`config.mk`:
```
export PLATFORM = sky130hd
export DESIGN_NAME = flappy_motion_ctrl
export DESIGN_NICKNAME = d
export VERILOG_FILES = /design/src/rtl/flappy_motion_ctrl.sv
export SDC_FILE = /design/constraint.sdc
export NUM_CORES = 1
export LEC_CHECK = 0
export ABC_AREA = 1
export BUFFER_PORTS_ARGS = -buffer_cell sky130_fd_sc_hd__buf_2
export CAP_MARGIN = 20
export CORE_MARGIN = 2
export CORE_UTILIZATION = 35
export CTS_BUF_LIST = sky130_fd_sc_hd__clkbuf_2 sky130_fd_sc_hd__clkbuf_4 sky130_fd_sc_hd__clkbuf_8
export DETAILED_ROUTE_END_ITERATION = 8
export SLEW_MARGIN = 15
export SYNTH_ARGS = -nofsm -noshare
export SYNTH_HDL_FRONTEND = slang
export SYNTH_SLANG_ARGS = --single-unit
```
`constraint.sdc`:
```
create_clock -name clock -period 2.64 [get_ports clock]
set_clock_uncertainty 0.2 [all_clocks]
set_input_delay 0.264 -clock clock [delete_from_list [all_inputs] [get_ports clock]]
set_output_delay 0.264 -clock clock [all_outputs]
set_load 0.005 [all_outputs]
```
`src/rtl/flappy_motion_ctrl.sv`:
```
// Bird motion and game-state controller for the flappy game.
// Consumes PS2 space-key events over a registered ack handshake, runs tick-based
// bird physics (gravity, flap impulse, terminal velocity, ceiling/floor bounds),
// counts score from pipe-pass pulses and sequences an IDLE/RUN/DEAD game FSM.
//
// Ports:
//   clock       system clock, all state changes on posedge
//   reset       asynchronous active-high reset
//   key_state   PS2 event: 0 none, 1 press, 2 release, 3 ignored but acked
//   key_ack     registered one-cycle ack; source clears key_state on it
//   score_inc   one-cycle pipe-passed pulse
//   collide     pipe collision level
//   bird_y      bird Y (grows downward)
//   bird_v      signed bird velocity
//   score       saturating score
//   game_state  0 IDLE, 1 RUN, 2 DEAD
//   tick        physics tick strobe, one pulse every TICK_DIV cycles
//   leds        [0] key held, [1] RUN, [2] DEAD, [7:3] zero
module flappy_motion_ctrl #(
  parameter int unsigned Y_WIDTH     = 10,
  parameter int unsigned Y_MAX       = 456,
  parameter int unsigned Y_START     = 240,
  parameter int unsigned V_WIDTH     = 8,
  parameter int unsigned GRAVITY     = 1,
  parameter int unsigned FLAP_SPEED  = 8,
  parameter int unsigned V_MAX       = 12,
  parameter int unsigned SCORE_WIDTH = 16,
  parameter int unsigned TICK_DIV    = 833333
) (
  input  logic                      clock,
  input  logic                      reset,
  input  logic [1:0]                key_state,
  output logic                      key_ack,
  input  logic                      score_inc,
  input  logic                      collide,
  output logic [Y_WIDTH-1:0]        bird_y,
  output logic signed [V_WIDTH-1:0] bird_v,
  output logic [SCORE_WIDTH-1:0]    score,
  output logic [1:0]                game_state,
  output logic                      tick,
  output logic [7:0]                leds
);

  localparam int unsigned CntW = (TICK_DIV > 2) ? $clog2(TICK_DIV) : 1;
  localparam int unsigned SumW = Y_WIDTH + 2;

  localparam logic [CntW-1:0]           CntLast = CntW'(TICK_DIV - 1);
  localparam logic [Y_WIDTH-1:0]        YStart  = Y_WIDTH'(Y_START);
  localparam logic [Y_WIDTH-1:0]        YFloor  = Y_WIDTH'(Y_MAX);
  localparam logic signed [SumW-1:0]    YMaxW   = SumW'(Y_MAX);
  localparam logic signed [SumW-1:0]    YZero   = '0;
  localparam logic signed [V_WIDTH-1:0] VFlap   = V_WIDTH'(0 - FLAP_SPEED);
  localparam logic signed [V_WIDTH:0]   GravW   = (V_WIDTH + 1)'(GRAVITY);
  localparam logic signed [V_WIDTH:0]   VMaxW   = (V_WIDTH + 1)'(V_MAX);

  typedef enum logic [1:0] {
    StIdle = 2'd0,
    StRun  = 2'd1,
    StDead = 2'd2
  } state_e;

  state_e                      state_q, state_d;
  logic [Y_WIDTH-1:0]          y_q, y_d;
  logic signed [V_WIDTH-1:0]   v_q, v_d;
  logic [SCORE_WIDTH-1:0]      score_q, score_d;
  logic                        ack_q;
  logic                        held_q, held_d;
  logic [CntW-1:0]             cnt_q;
  logic                        tick_q;

  logic                        consume, press, release_evt, cnt_last, floor_hit;
  logic signed [SumW-1:0]      y_ext, v_ext, y_sum;
  logic signed [V_WIDTH:0]     v_sum;
  logic signed [V_WIDTH-1:0]   v_grav;

  assign cnt_last    = (cnt_q == CntLast);
  // While the ack is high no event is taken, so a held key re-triggers every 2 cycles.
  assign consume     = (key_state != 2'd0) && !ack_q;
  assign press       = consume && (key_state == 2'd1);
  assign release_evt = consume && (key_state == 2'd2);

  // Position update is done signed and two bits wider so ceiling overshoot shows as <= 0.
  assign y_ext  = $signed({2'b00, y_q});
  assign v_ext  = $signed({{(SumW - V_WIDTH){v_q[V_WIDTH-1]}}, v_q});
  assign y_sum  = y_ext + v_ext;
  assign v_sum  = $signed({v_q[V_WIDTH-1], v_q}) + GravW;
  assign v_grav = (v_sum > VMaxW) ? VMaxW[V_WIDTH-1:0] : v_sum[V_WIDTH-1:0];

  always_comb begin
    state_d   = state_q;
    y_d       = y_q;
    v_d       = v_q;
    score_d   = score_q;
    held_d    = held_q;
    floor_hit = 1'b0;

    if (press) begin
      held_d = 1'b1;
    end else if (release_evt) begin
      held_d = 1'b0;
    end

    unique case (state_q)
      StIdle: begin
        if (press) begin
          state_d = StRun;
          score_d = '0;
          y_d     = YStart;
          v_d     = VFlap;
        end
      end
      StRun: begin
        // Collision wins over everything and freezes the bird where it is.
        if (collide) begin
          state_d = StDead;
        end else begin
          if (score_inc && (score_q != '1)) begin
            score_d = score_q + SCORE_WIDTH'(1);
          end
          if (tick_q) begin
            if (y_sum <= YZero) begin
              y_d = '0;
              v_d = '0;
            end else if (y_sum >= YMaxW) begin
              y_d       = YFloor;
              v_d       = '0;
              state_d   = StDead;
              floor_hit = 1'b1;
            end else begin
              y_d = y_sum[Y_WIDTH-1:0];
              v_d = v_grav;
            end
          end
          // A flap on a tick still moves with the old velocity, then overrides it.
          if (press && !floor_hit) begin
            v_d = VFlap;
          end
        end
      end
      StDead: begin
        if (press) begin
          state_d = StIdle;
          y_d     = YStart;
          v_d     = '0;
        end
      end
      default: begin
        state_d = StIdle;
      end
    endcase
  end

  always_ff @(posedge clock or posedge reset) begin
    if (reset) begin
      state_q <= StIdle;
      y_q     <= YStart;
      v_q     <= '0;
      score_q <= '0;
      ack_q   <= 1'b0;
      held_q  <= 1'b0;
      cnt_q   <= '0;
      tick_q  <= 1'b0;
    end else begin
      state_q <= state_d;
      y_q     <= y_d;
      v_q     <= v_d;
      score_q <= score_d;
      ack_q   <= consume;
      held_q  <= held_d;
      cnt_q   <= cnt_last ? '0 : cnt_q + CntW'(1);
      tick_q  <= cnt_last;
    end
  end

  assign key_ack    = ack_q;
  assign bird_y     = y_q;
  assign bird_v     = v_q;
  assign score      = score_q;
  assign game_state = state_q;
  assign tick       = tick_q;
  assign leds       = {5'b0_0000, state_q == StDead, state_q == StRun, held_q};

endmodule

```
Word-level counts from Yosys, hierarchy flattened
Cells that the tools add are included.
- flip-flop bits (word level): 59
- memory bits (writable): 0
- input port bits: 6
- bits in latches: 0
- word-level logic and storage cells: 83
- output and inout bits: 46
- ROM bits: 0
- memories: 0
- reductions and logical operators: 18
- multipliers: 0
- multiplexer cells: 34
- shift-type cells: 0
- div/mod/pow operators: 0
- bitwise gates (word level): 0
- order comparisons: 3
- add/subtract/negate cells: 4
- eq/ne operators: 16
- operator list (kind ; count):
    $mux W8 ; 8
    $mux W10 ; 5
    $mux W16 ; 3
    $pmux W16 S2 ; 1
    $pmux W8 S3 ; 1
    $add A20 B1 Y20 const B ; 1
    $eq A20 B20 Y1 const B ; 1
    $mux W20 ; 1
    $pmux W10 S2 ; 1
    $add A16 B1 Y16 const B ; 1
    $ne A16 B16 Y1 const B ; 1
    $add A11 B8 Y12 ; 1
    $ge A12 B10 Y1 const B ; 1
    $le A12 B1 Y1 const B ; 1
    $mux W2 ; 6
    $reduce_and A5 Y1 ; 2
    $add A8 B2 Y9 const B ; 1
    $gt A9 B5 Y1 const B ; 1
    $ne A2 B1 Y1 const B ; 4
    $reduce_and A4 Y1 ; 2
    $reduce_bool A2 Y1 ; 4
    $mux W1 ; 7
    $ne A3 B2 Y1 const B ; 2
    $pmux W2 S3 ; 1
    10 further kinds ; 18

Logic depth before layout (Yosys ltp)
Gate-level depths: netlist (run 1).
- depth after elaboration: 12
- gate-level depth with buffers: 17
- mapped depth without buffers: 17

Worst setup path after synthesis (run 1)
OpenSTA, ideal clock, no wires.
- kind: register to register
- start point: register v_q[0] (netlist: bird_v[0])
- end point: register y_q[2] (netlist: bird_y[2])
- clock period less this slack: 2503 ps
- setup slack: 137 ps
- arrival: 2179 ps
- cell stages (with the launch flop): 15
- library setup time: 124 ps
- cells stage by stage: dfrtp_1 > ha_1 > fa_1 > nand3_1 > nand2_2 > or2_1 > nand2_1 > nand3_1 > nor2_2 > nand3_2 > and2_4 > nand2_2 > inv_2 > nand2_4 > o21ai_2
- longest elaborated chain between the ends: 7
- RTL lines (what ; RTL line ; text):
    start, declared ; 64 ; logic signed [V_WIDTH-1:0] v_q, v_d;
    start signal, assigned ; 166 ; v_q <= v_d;
    $add A11 B8 Y12 * ; 85 ; assign y_sum = y_ext + v_ext;
    $ge A12 B10 Y1 ; 124 ; end else if (y_sum >= YMaxW) begin
    $mux W10 ; 124 ;
    $mux W10 * ; 121 ; if (y_sum <= YZero) begin
    $mux W10 * ; 120 ; if (tick_q) begin
    $mux W10 * ; 114 ; if (collide) begin
    $pmux W10 S2 * ; 103 ; unique case (state_q)
    end signal, assigned ; 156 ; y_q <= YStart;
    end signal, assigned ; 165 ; y_q <= y_d;
    end, declared ; 63 ; logic [Y_WIDTH-1:0] y_q, y_d;
Every way passes the cells marked *; elsewhere a longest branch is shown, timed or not. The select of a mux whose other input is x is not followed.
A chain may end at the register's enable or synchronous reset.

Worst setup path after layout (run 1)
- start point: register y_q[0] (netlist: bird_y[0])
- end point: register y_q[1] (netlist: bird_y[1])
- longest elaborated chain between the ends: 7
- RTL lines (what ; RTL line):
    $add A11 B8 Y12 * ; 85
    $ge A12 B10 Y1 ; 124
    $mux W10 ; 124
    $mux W10 * ; 121
    $mux W10 * ; 120
    $mux W10 * ; 114
    $pmux W10 S2 * ; 103
Marked as above.

==> results of run 1 <==
[cell type report]
cell class / instances / area, µm²
clock buffers: 11 / 145
inverters: 102 / 383
clock inverters: 5 / 62.6
flip-flops and latches: 59 / 1480
multi-input cells: 438 / 2630
fillers: 1230 / 6750
well taps: 168 / 210
repair buffers: 66 / 398
[repair_timing]
item / CTS / global route
hold buffers: 2 / 0
endpoints found under the hold margin: 56 / 0
gates resized for setup: 0 / 44
endpoints found under the setup margin: 0 / 19
buffers inserted: 0 / 4
[kinds of logic (layout without fill, tap and decap cells)]
logic type	count (synthesis)	in the layout	share of synthesized area, %
DFF	59	59	34.0
and+or+nand+nor	344	344	38.6
AOI/OAI and AO/OA	46	46	6.05
muxes	1	1	0.344
adders and majority gates	22	22	6.48
buffers and inverters	112	184	10.5
other	1	5	0.0860
xor gates and xnor gates	20	20	4.02
[synth_stat cells, types with 4 or more instances]
cell type,n,area [µm²]
buf_4,7,52.6
nand3_2,10,100
nor3_1,20,100
nor2_2,6,37.5
inv_1,91,342
o21ai_0,11,55.1
dfstp_2,4,105
o21ai_2,4,35.0
nand3_1,36,180
nor2_1,73,274
nand4_1,20,125
xnor2_1,6,52.6
nor4_1,7,43.8
ha_1,21,263
inv_2,10,37.5
nand2_1,141,529
xor2_1,14,123
nand2_2,15,93.8
a21oi_1,21,105
dfrtp_1,55,1380
[routing by layer]
metal | vias to the layer above | share of wire, %
met1 | 1912 | 45
met2 | 78 | 49
met4 | 0 | 1.6
li1 | 2048 | -
met3 | 18 | 4.4
met5 | - | 0
[metrics by stage]
step	total power [mW]	area [µm²]	TNS, ps	std cells	setup slack (ps)
5_1_grt	6.06	5310	-71.9	849	-30.4
6_report	5.56	5310	0	849	122
3_5_place_dp	4.17	4860	0	827	86.4
3_3_place_gp	4.15	4860	0	827	142
2_1_floorplan	3.38	4380	0	609	137
4_1_cts	5.09	5090	0	845	66.9
[flip-flops by register name, summed over array words and instances (netlist names)]
signal and flops:
tick 1, bird_v 8, game_state 2, held_q 1, bird_y 10, score 16, key_ack 1, cnt_q 20
[critical path: stages, from the launching register on]
cell	delay, ps
dfrtp_1	400
ha_2	200
fa_2	440
nand3_2	90
nand2_2	70
or2_4	230
nand2_2	70
nand3_1	90
nor2_2	90
nand3_2	110
and2_4	180
nand2_2	60
inv_2	50
nand2_4	70
o21ai_2	60
[power by group]
group	total, mW	switching, mW	internal, mW
combinational	3.48	2.18	1.29
clock	0.873	0.398	0.475
sequential	1.21	0.156	1.06
total	5.56	2.74	2.82
[final timing paths]
path                                         endpoint  slack, ps  cells after the start
max in group asynchronous       bird_y[6]$_DFFE_PP1P_       1620                      4
worst max register to register  bird_y[1]$_DFFE_PP0P_        120                     14
min in group asynchronous         cnt_q[10]$_DFF_PP0_        310                      4
worst max-delay path            bird_y[1]$_DFFE_PP0P_        120                     14
worst min-delay path                key_ack$_DFF_PP0_         20                      3
worst min register to register     cnt_q[0]$_DFF_PP0_        270                      1
==> flow_summary.json, run 1 <==
{
  "synth_edf_count": 0,
  "vias": 4056,
  "ys_seq_elements": 59,
  "wl_per_cell_um": 12.9,
  "yosysWarnings": 0,
  "final_nets": 704,
  "clockBufferDepth": 2,
  "grt_busiest_layer": "met2",
  "root_buffer": "clkbuf_8",
  "final_cell_mix": "129 x nand2_1, 88 x inv_1, 71 x nor2_1",
  "grt.total_usage_pct": 16.6,
  "gp_congestion": 0.893,
  "postLayoutCoreUtil_pct": 44.0,
  "initial_core_util_pct": 36.2,
  "antennaDiodeCount": 0,
  "synth_ff_type": "dfrtp_1",
  "pin_count": 52,
  "grt_pass1_wl_mm": 17.6,
  "drc": 0,
  "syn_avg_cell_area_um2": 7.21,
  "ys_seq_area_share_pct": 34.0,
  "reg2reg_from": "bird_y[0]$_DFFE_PP0P_",
  "slew_headroom_pct": 66.2,
  "cts_tree": "yes",
  "fin_crit_ps": 2520,
  "ir_worst_vdd_mv": 0.424,
  "start_kind": "flop",
  "row_count": 40,
  "wl_mm": 10.9,
  "drive_above_1_share_pct": 26.1,
  "p_per_area_nw_per_um2": 1050,
  "portBuffers": 46,
  "grt_max_degree": 60,
  "dpl.hpwl_mm": 8.30,
  "power_leakage_nw": 2.67,
  "via_per_inst": 4.78,
  "h-tree-depth": 3,
  "setup_violations": 0,
  "synth.distinct_cells": 42,
  "die_w_um": 116,
  "core_area_um2": 12100,
  "crit_type": "reg2reg",
  "whs_ps": 20.1,
  "required_ps": 2680,
  "antenna_found_initial": 1,
  "met3_usage_pct": 5.02,
  "dr.first_iter.drc_count": 229,
  "gr-usage-met1_pct": 21.8,
  "tightestPinTransition_ps": 503,
  "die_h_um": 116,
  "cts.sinks": 59,
  "die-area_um2": 13400,
  "max_freq_mhz": 397,
  "crit_path_end_kind": "flop",
  "drt_pre_antenna_iters": 5,
  "final_common_cell": "nand2_1",
  "fin_crit_sh_pct": 95.4,
  "grtUsageMet2_pct": 27.0,
  "syn2layout_area_growth_pct": 21.8,
  "cap_violations": 0,
  "insertion_delay_ps": 350,
  "critical_path_peak_fanout": 5,
  "grt_pass1_vias": 3688,
  "hp-class": "in2reg",
  "status": "complete, no violations",
  "critical_path_arrival_ps": 2560,
  "hold_violations": 0,
  "cp-startpoint": "bird_y[0]$_DFFE_PP0P_",
  "syn_area_um2": 4360,
  "syn_inst": 605,
  "final-max-slew-violation-count": 0,
  "cts.clk_slew.worst_paths_ps": 70,
  "async_flop_share_pct": 100,
  "hp-start": "key_state[1]",
  "grt-ovfl-total": 0,
  "drtAntennaViolNets": 0,
  "cts-buffers-inserted": 9
}
(Power assumes the default switching activity.)
==> run 2: changes to the inputs <==
CORE_MARGIN = default   (was 2)
CTS_BUF_LIST = sky130_fd_sc_hd__clkbuf_8   (was sky130_fd_sc_hd__clkbuf_2 sky130_fd_sc_hd__clkbuf_4 sky130_fd_sc_hd__clkbuf_8)
==> flow_summary.json, run 2 (synthesis gave the netlist of run 1 again) <==
{
  "dpl-instance-area_um2": 4870,
  "die_h_um": 114,
  "grt.total_usage_pct": 17.2,
  "ir_worst_vdd_mv": 0.473,
  "antenna_found_initial": 0,
  "drtAntennaViolNets": 0,
  "final_common_cell": "nand2_1",
  "final_cells": 846,
  "hp-class": "in2reg",
  "drive_above_1_share_pct": 23.5,
  "crit_path_end_kind": "flop",
  "nFillCells": 1209,
  "syn2layout_area_growth_pct": 19.9,
  "cp-startpoint": "bird_y[0]$_DFFE_PP0P_",
  "via_per_inst": 4.81,
  "pwr-share-comb_pct": 60.7,
  "critical_path_arrival_ps": 2550,
  "fin_area_um2": 5230,
  "p_int_mw": 2.77,
  "grt_pass1_vias": 3705,
  "critPathMaxStageDelay_ps": 410,
  "setup.worst_path.end": "game_state[0]$_DFFE_PP0P_",
  "finalWorstSetupSlack_ps": 153,
  "final_nets": 701,
  "dr.first_iter.drc_count": 346,
  "row_count": 40,
  "cts.clk_slew.worst_paths_ps": 70,
  "hold_violations": 0,
  "wl_per_cell_um": 12.6,
  "power_switching_mw": 2.63,
  "ff2ff_setup_slack_ps": 150,
  "cts_tree": "yes",
  "final_cell_mix": "136 x nand2_1, 91 x inv_1, 73 x nor2_1",
  "crit_path_top_delay_cell": "dfrtp_1",
  "initial_core_util_pct": 36.2,
  "gp_congestion": 0.887,
  "core_area_um2": 12100,
  "largest_reg_flops": 20,
  "cts_setup_buffers": 0,
  "pin_count": 52,
  "tightestPinTransition_ps": 560,
  "start_kind": "flop",
  "cap_violations": 0,
  "grt-ovfl-total": 0,
  "max_freq_mhz": 402,
  "drt_pre_antenna_iters": 5,
  "cts-buffers-inserted": 9,
  "antennaDiodeCount": 0,
  "top_register": "cnt_q",
  "fin_setup_tns_ps": 0,
  "portBuffers": 46,
  "final-max-slew-violation-count": 0,
  "dpl.hpwl_mm": 8.18,
  "rr_endpoint": "game_state[0]$_DFFE_PP0P_",
  "crit_type": "reg2reg",
  "path_cells": "ha_2 > fa_2 > nand3_2 > nand2_2 > or2_1 > nand2_2 > nand3_2 > nand3_1 > nand3_2 > nand3_2 > nand2_1 > nand2_1 > nor2_1 > a21oi_1",
  "insertion_delay_ps": 350,
  "status": "complete, no violations",
  "whs_path_depth": 3,
  "fin_crit_ps": 2490,
  "p_clk_share_pct": 17.1,
  "critical_path_peak_fanout": 3,
  "drc": 0,
  "postLayoutCoreUtil_pct": 43.4,
  "root_buffer": "clkbuf_8",
  "cts.sinks": 59,
  "swShare_pct": 48.7,
  "power_leakage_nw": 2.67,
  "setup_violations": 0,
  "sequentialPowerShare_pct": 22.2,
  "die-area_um2": 12900,
  "grt_max_degree": 60,
  "grt_pass1_wl_mm": 17.6,
  "dp.cells": 828,
  "p_per_area_nw_per_um2": 1030,
  "regArea_um2": 1480,
  "rsz0062_at_grt": "yes",
  "wl_mm": 10.7,
  "reg2regPathDepth": 14,
  "vias": 4072,
  "place_ws_ps": 90.9,
  "crit_top_cell": "nand3_2",
  "die_w_um": 114,
  "clockBufferDepth": 2,
  "reg2reg_from": "bird_y[0]$_DFFE_PP0P_",
  "slew_headroom_pct": 62.4,
  "required_ps": 2700,
  "multi_input_area_um2": 2560,
  "fin_crit_sh_pct": 94.2,
  "h-tree-depth": 3
}
-- run 2: area by class of cell --
type                    count  share of cell area (%)
clock buffers               9                    2.37
clock inverters             7                    1.79
inverters                 102                    7.32
multi-input cells         438                    49.0
flip-flops and latches     59                    28.4
well taps                 168                    4.02
repair buffers             63                    7.18
-- run 2: power by group through the flow --
stage / Clock, mW / Sequential (mW) / Combinational, mW
floorplan: 0 / 1.22 / 2.16
global placement: 0 / 1.18 / 2.98
detailed placement: 0 / 1.19 / 3.02
CTS: 0.952 / 1.17 / 3.04
global route: 0.982 / 1.22 / 3.66
finish: 0.924 / 1.20 / 3.28
-- run 2: worst min-delay path by stage --
| stage | slack [ps] | startpoint | to |
|---|---|---|---|
| 2_1_floorplan | 230 | key_state[0] | key_ack$_DFF_PP0_ |
| 3_3_place_gp | 150 | reset | score[2]$_DFFE_PP0P_ |
| 3_5_place_dp | 150 | reset | score[2]$_DFFE_PP0P_ |
| 4_1_cts | 20 | key_state[1] | key_ack$_DFF_PP0_ |
| 5_1_grt | 20 | key_state[1] | key_ack$_DFF_PP0_ |
| 6_report | 30 | key_state[1] | key_ack$_DFF_PP0_ |
-- run 2: timing repair --
action | CTS | global route
setup endpoints to repair | 0 | 20
hold buffers | 2 | 0
endpoints found under the hold margin | 56 | 0
resized for setup | 0 | 26
-- run 2: metrics by stage --
step | hold slack, ps | total power [mW]
6_report | 28.9 | 5.40
2_1_floorplan | 227 | 3.38
3_5_place_dp | 153 | 4.20
5_1_grt | 18.4 | 5.86
4_1_cts | 15.0 | 5.16
3_3_place_gp | 148 | 4.16
-- run 2: worst max-delay path, delay by kind of cell, from the launching register on --
| kind | cells | cell delay [ps] |
|---|---|---|
| simple gates | 11 | 1050 |
| fa+ha+maj | 2 | 580 |
| flops | 1 | 410 |
| compound gates | 1 | 160 |
-- run 2: per-layer routing --
| metal | up-vias | global-route usage (%) | part of all wire (%) |
|---|---|---|---|
| met5 | - | 0 | 0 |
| met4 | 0 | 5.70 | 1.8 |
| met3 | 18 | 4.20 | 5.0 |
| met2 | 107 | 28.4 | 48 |
| met1 | 1895 | 22.0 | 45 |
| li1 | 2052 | - | - |
==> run 3: changes to the inputs <==
GPL_TIMING_DRIVEN = 0   (was default)
==> flow_summary.json, run 3 (synthesis gave the netlist of run 1 again) <==
{
  "status": "complete, no violations",
  "rr_endpoint": "bird_y[0]$_DFFE_PP0P_",
  "reg2regPathDepth": 14,
  "die_w_um": 114,
  "portBuffers": 46,
  "drtAntennaViolNets": 0,
  "clockBufferDepth": 2,
  "dr.first_iter.drc_count": 258,
  "cts.clk_slew.worst_paths_ps": 70,
  "syn2layout_area_growth_pct": 23.1,
  "wl_per_cell_um": 12.3,
  "fin_crit_sh_pct": 99.0,
  "grt-ovfl-total": 0,
  "core_area_um2": 12100,
  "top_register": "cnt_q",
  "cts-buffers-inserted": 9,
  "h-tree-depth": 3,
  "fin_crit_ps": 2610,
  "fin_setup_tns_ps": 0,
  "hp-start": "key_state[1]",
  "power_leakage_nw": 2.69,
  "grt_pass1_vias": 3867,
  "required_ps": 2670,
  "crit_type": "reg2reg",
  "dpl.hpwl_mm": 7.88,
  "slew_headroom_pct": 50.2,
  "die-area_um2": 12900,
  "max_freq_mhz": 383,
  "met3_wirelength_um": 412,
  "grt.total_usage_pct": 17.2,
  "final_cells": 850,
  "setup_violations": 0,
  "final_common_cell": "nand2_1",
  "whs_path_depth": 3,
  "critical_path_peak_fanout": 5,
  "reg2reg_from": "bird_v[0]$_DFFE_PP0P_",
  "hp-class": "in2reg",
  "antennaDiodeCount": 0,
  "grt_pass1_wl_mm": 17.7,
  "tightestPinTransition_ps": 747,
  "final_cell_mix": "131 x nand2_1, 88 x inv_1, 67 x nor2_1",
  "crit_path_end_kind": "flop",
  "cap_violations": 0,
  "final-max-slew-violation-count": 0,
  "via_per_inst": 4.77,
  "grt_max_degree": 60,
  "postLayoutCoreUtil_pct": 44.5,
  "cts_tree": "yes",
  "largest_reg_flops": 20,
  "hold_violations": 0,
  "wl_met1_mm": 4.93,
  "start_kind": "flop",
  "multi_input_area_um2": 2660,
  "initial_core_util_pct": 36.2,
  "cts.sinks": 59,
  "drive_above_1_share_pct": 27.4,
  "antenna_found_initial": 0,
  "p_per_area_nw_per_um2": 1040,
  "rsz0062_at_grt": "yes",
  "root_buffer": "clkbuf_8",
  "dr.max_layer_used": "met4",
  "ir_worst_vdd_mv": 0.397,
  "whs_ps": 37.1,
  "die_h_um": 114,
  "row_count": 40,
  "ff2ff_setup_slack_ps": 30,
  "gp_congestion": 0.890,
  "wl_mm": 10.5,
  "vias": 4051,
  "final_nets": 705,
  "wl_met2_mm": 4.99,
  "insertion_delay_ps": 350,
  "dp.cells": 823,
  "regArea_um2": 1490,
  "min_to": "key_ack$_DFF_PP0_",
  "critical_path_arrival_ps": 2650,
  "drc": 0,
  "pin_count": 52,
  "nFillCells": 1206,
  "drt_pre_antenna_iters": 5
}
run 3: cell types whose count changed in the layout (fill, tap and decap cells not counted), sizes merged:
cell and delta:
clkbuf +2, buf +4, clkinvlp +1, clkinv -3
run 3: final cells by class:
class / count / share of cell area, %
Inverter: 102 / 7.23
Timing Repair Buffer: 57 / 5.92
Clock inverter: 5 / 1.56
Clock buffer: 11 / 2.82
Tap cell: 168 / 3.92
Buffer: 10 / 1.38
Sequential cell: 59 / 27.7
Multi-Input combinational cell: 438 / 49.5
run 3: how the worst max path moves through the flow:
stage	cells past startpoint	startpoint	to
2_1_floorplan	14	bird_v[0]$_DFFE_PP0P_	bird_y[2]$_DFFE_PP0P_
3_3_place_gp	13	bird_v[0]$_DFFE_PP0P_	bird_y[2]$_DFFE_PP0P_
3_5_place_dp	13	bird_v[0]$_DFFE_PP0P_	bird_y[2]$_DFFE_PP0P_
4_1_cts	14	bird_v[0]$_DFFE_PP0P_	bird_v[4]$_DFFE_PP0P_
5_1_grt	14	bird_v[0]$_DFFE_PP0P_	bird_v[6]$_DFFE_PP0P_
6_report	14	bird_v[0]$_DFFE_PP0P_	bird_y[0]$_DFFE_PP0P_
run 3: repair_timing:
action,4_1_cts,5_1_grt
setup endpoints to repair,19,19
pin swaps,0,21
gates resized for setup,5,50
hold buffers,2,0
setup buffers,1,8
endpoints found under the hold margin,56,0
run 3: through the flow:
step / area, µm² / total power, mW / setup slack, ps
floorplan: 4380 / 3.38 / 137
global placement: 4820 / 4.04 / -169
detailed placement: 4820 / 4.10 / -235
CTS: 5100 / 5.14 / 1.08
global route: 5370 / 6.08 / -102
finish: 5370 / 5.60 / 26.1
run 3: worst max-delay path, stage by stage (launching register included):
cell	delay (ps)
dfrtp_2	450
ha_4	180
fa_2	450
nand3_2	110
nand2_2	70
or2_1	250
nand2_2	90
nand3_2	60
nor2_2	120
nand3_2	100
and2_4	190
nand2_4	60
inv_4	40
nand2_4	70
o21ai_2	60
run 3: where the power goes:
group | switching (mW) | leakage, nW | internal (mW)
clock | 0.389 | 0.112 | 0.586
sequential | 0.208 | 0.765 | 1.06
combinational | 2.14 | 1.81 | 1.23
total | 2.73 | 2.69 | 2.87
run 3: metal layers:
layer  GRT usage (%)  vias up
li1                -     2058
met1            22.0     1888
met2            29.1       91
met3            3.67       14
met4            5.26        0
met5               0        -
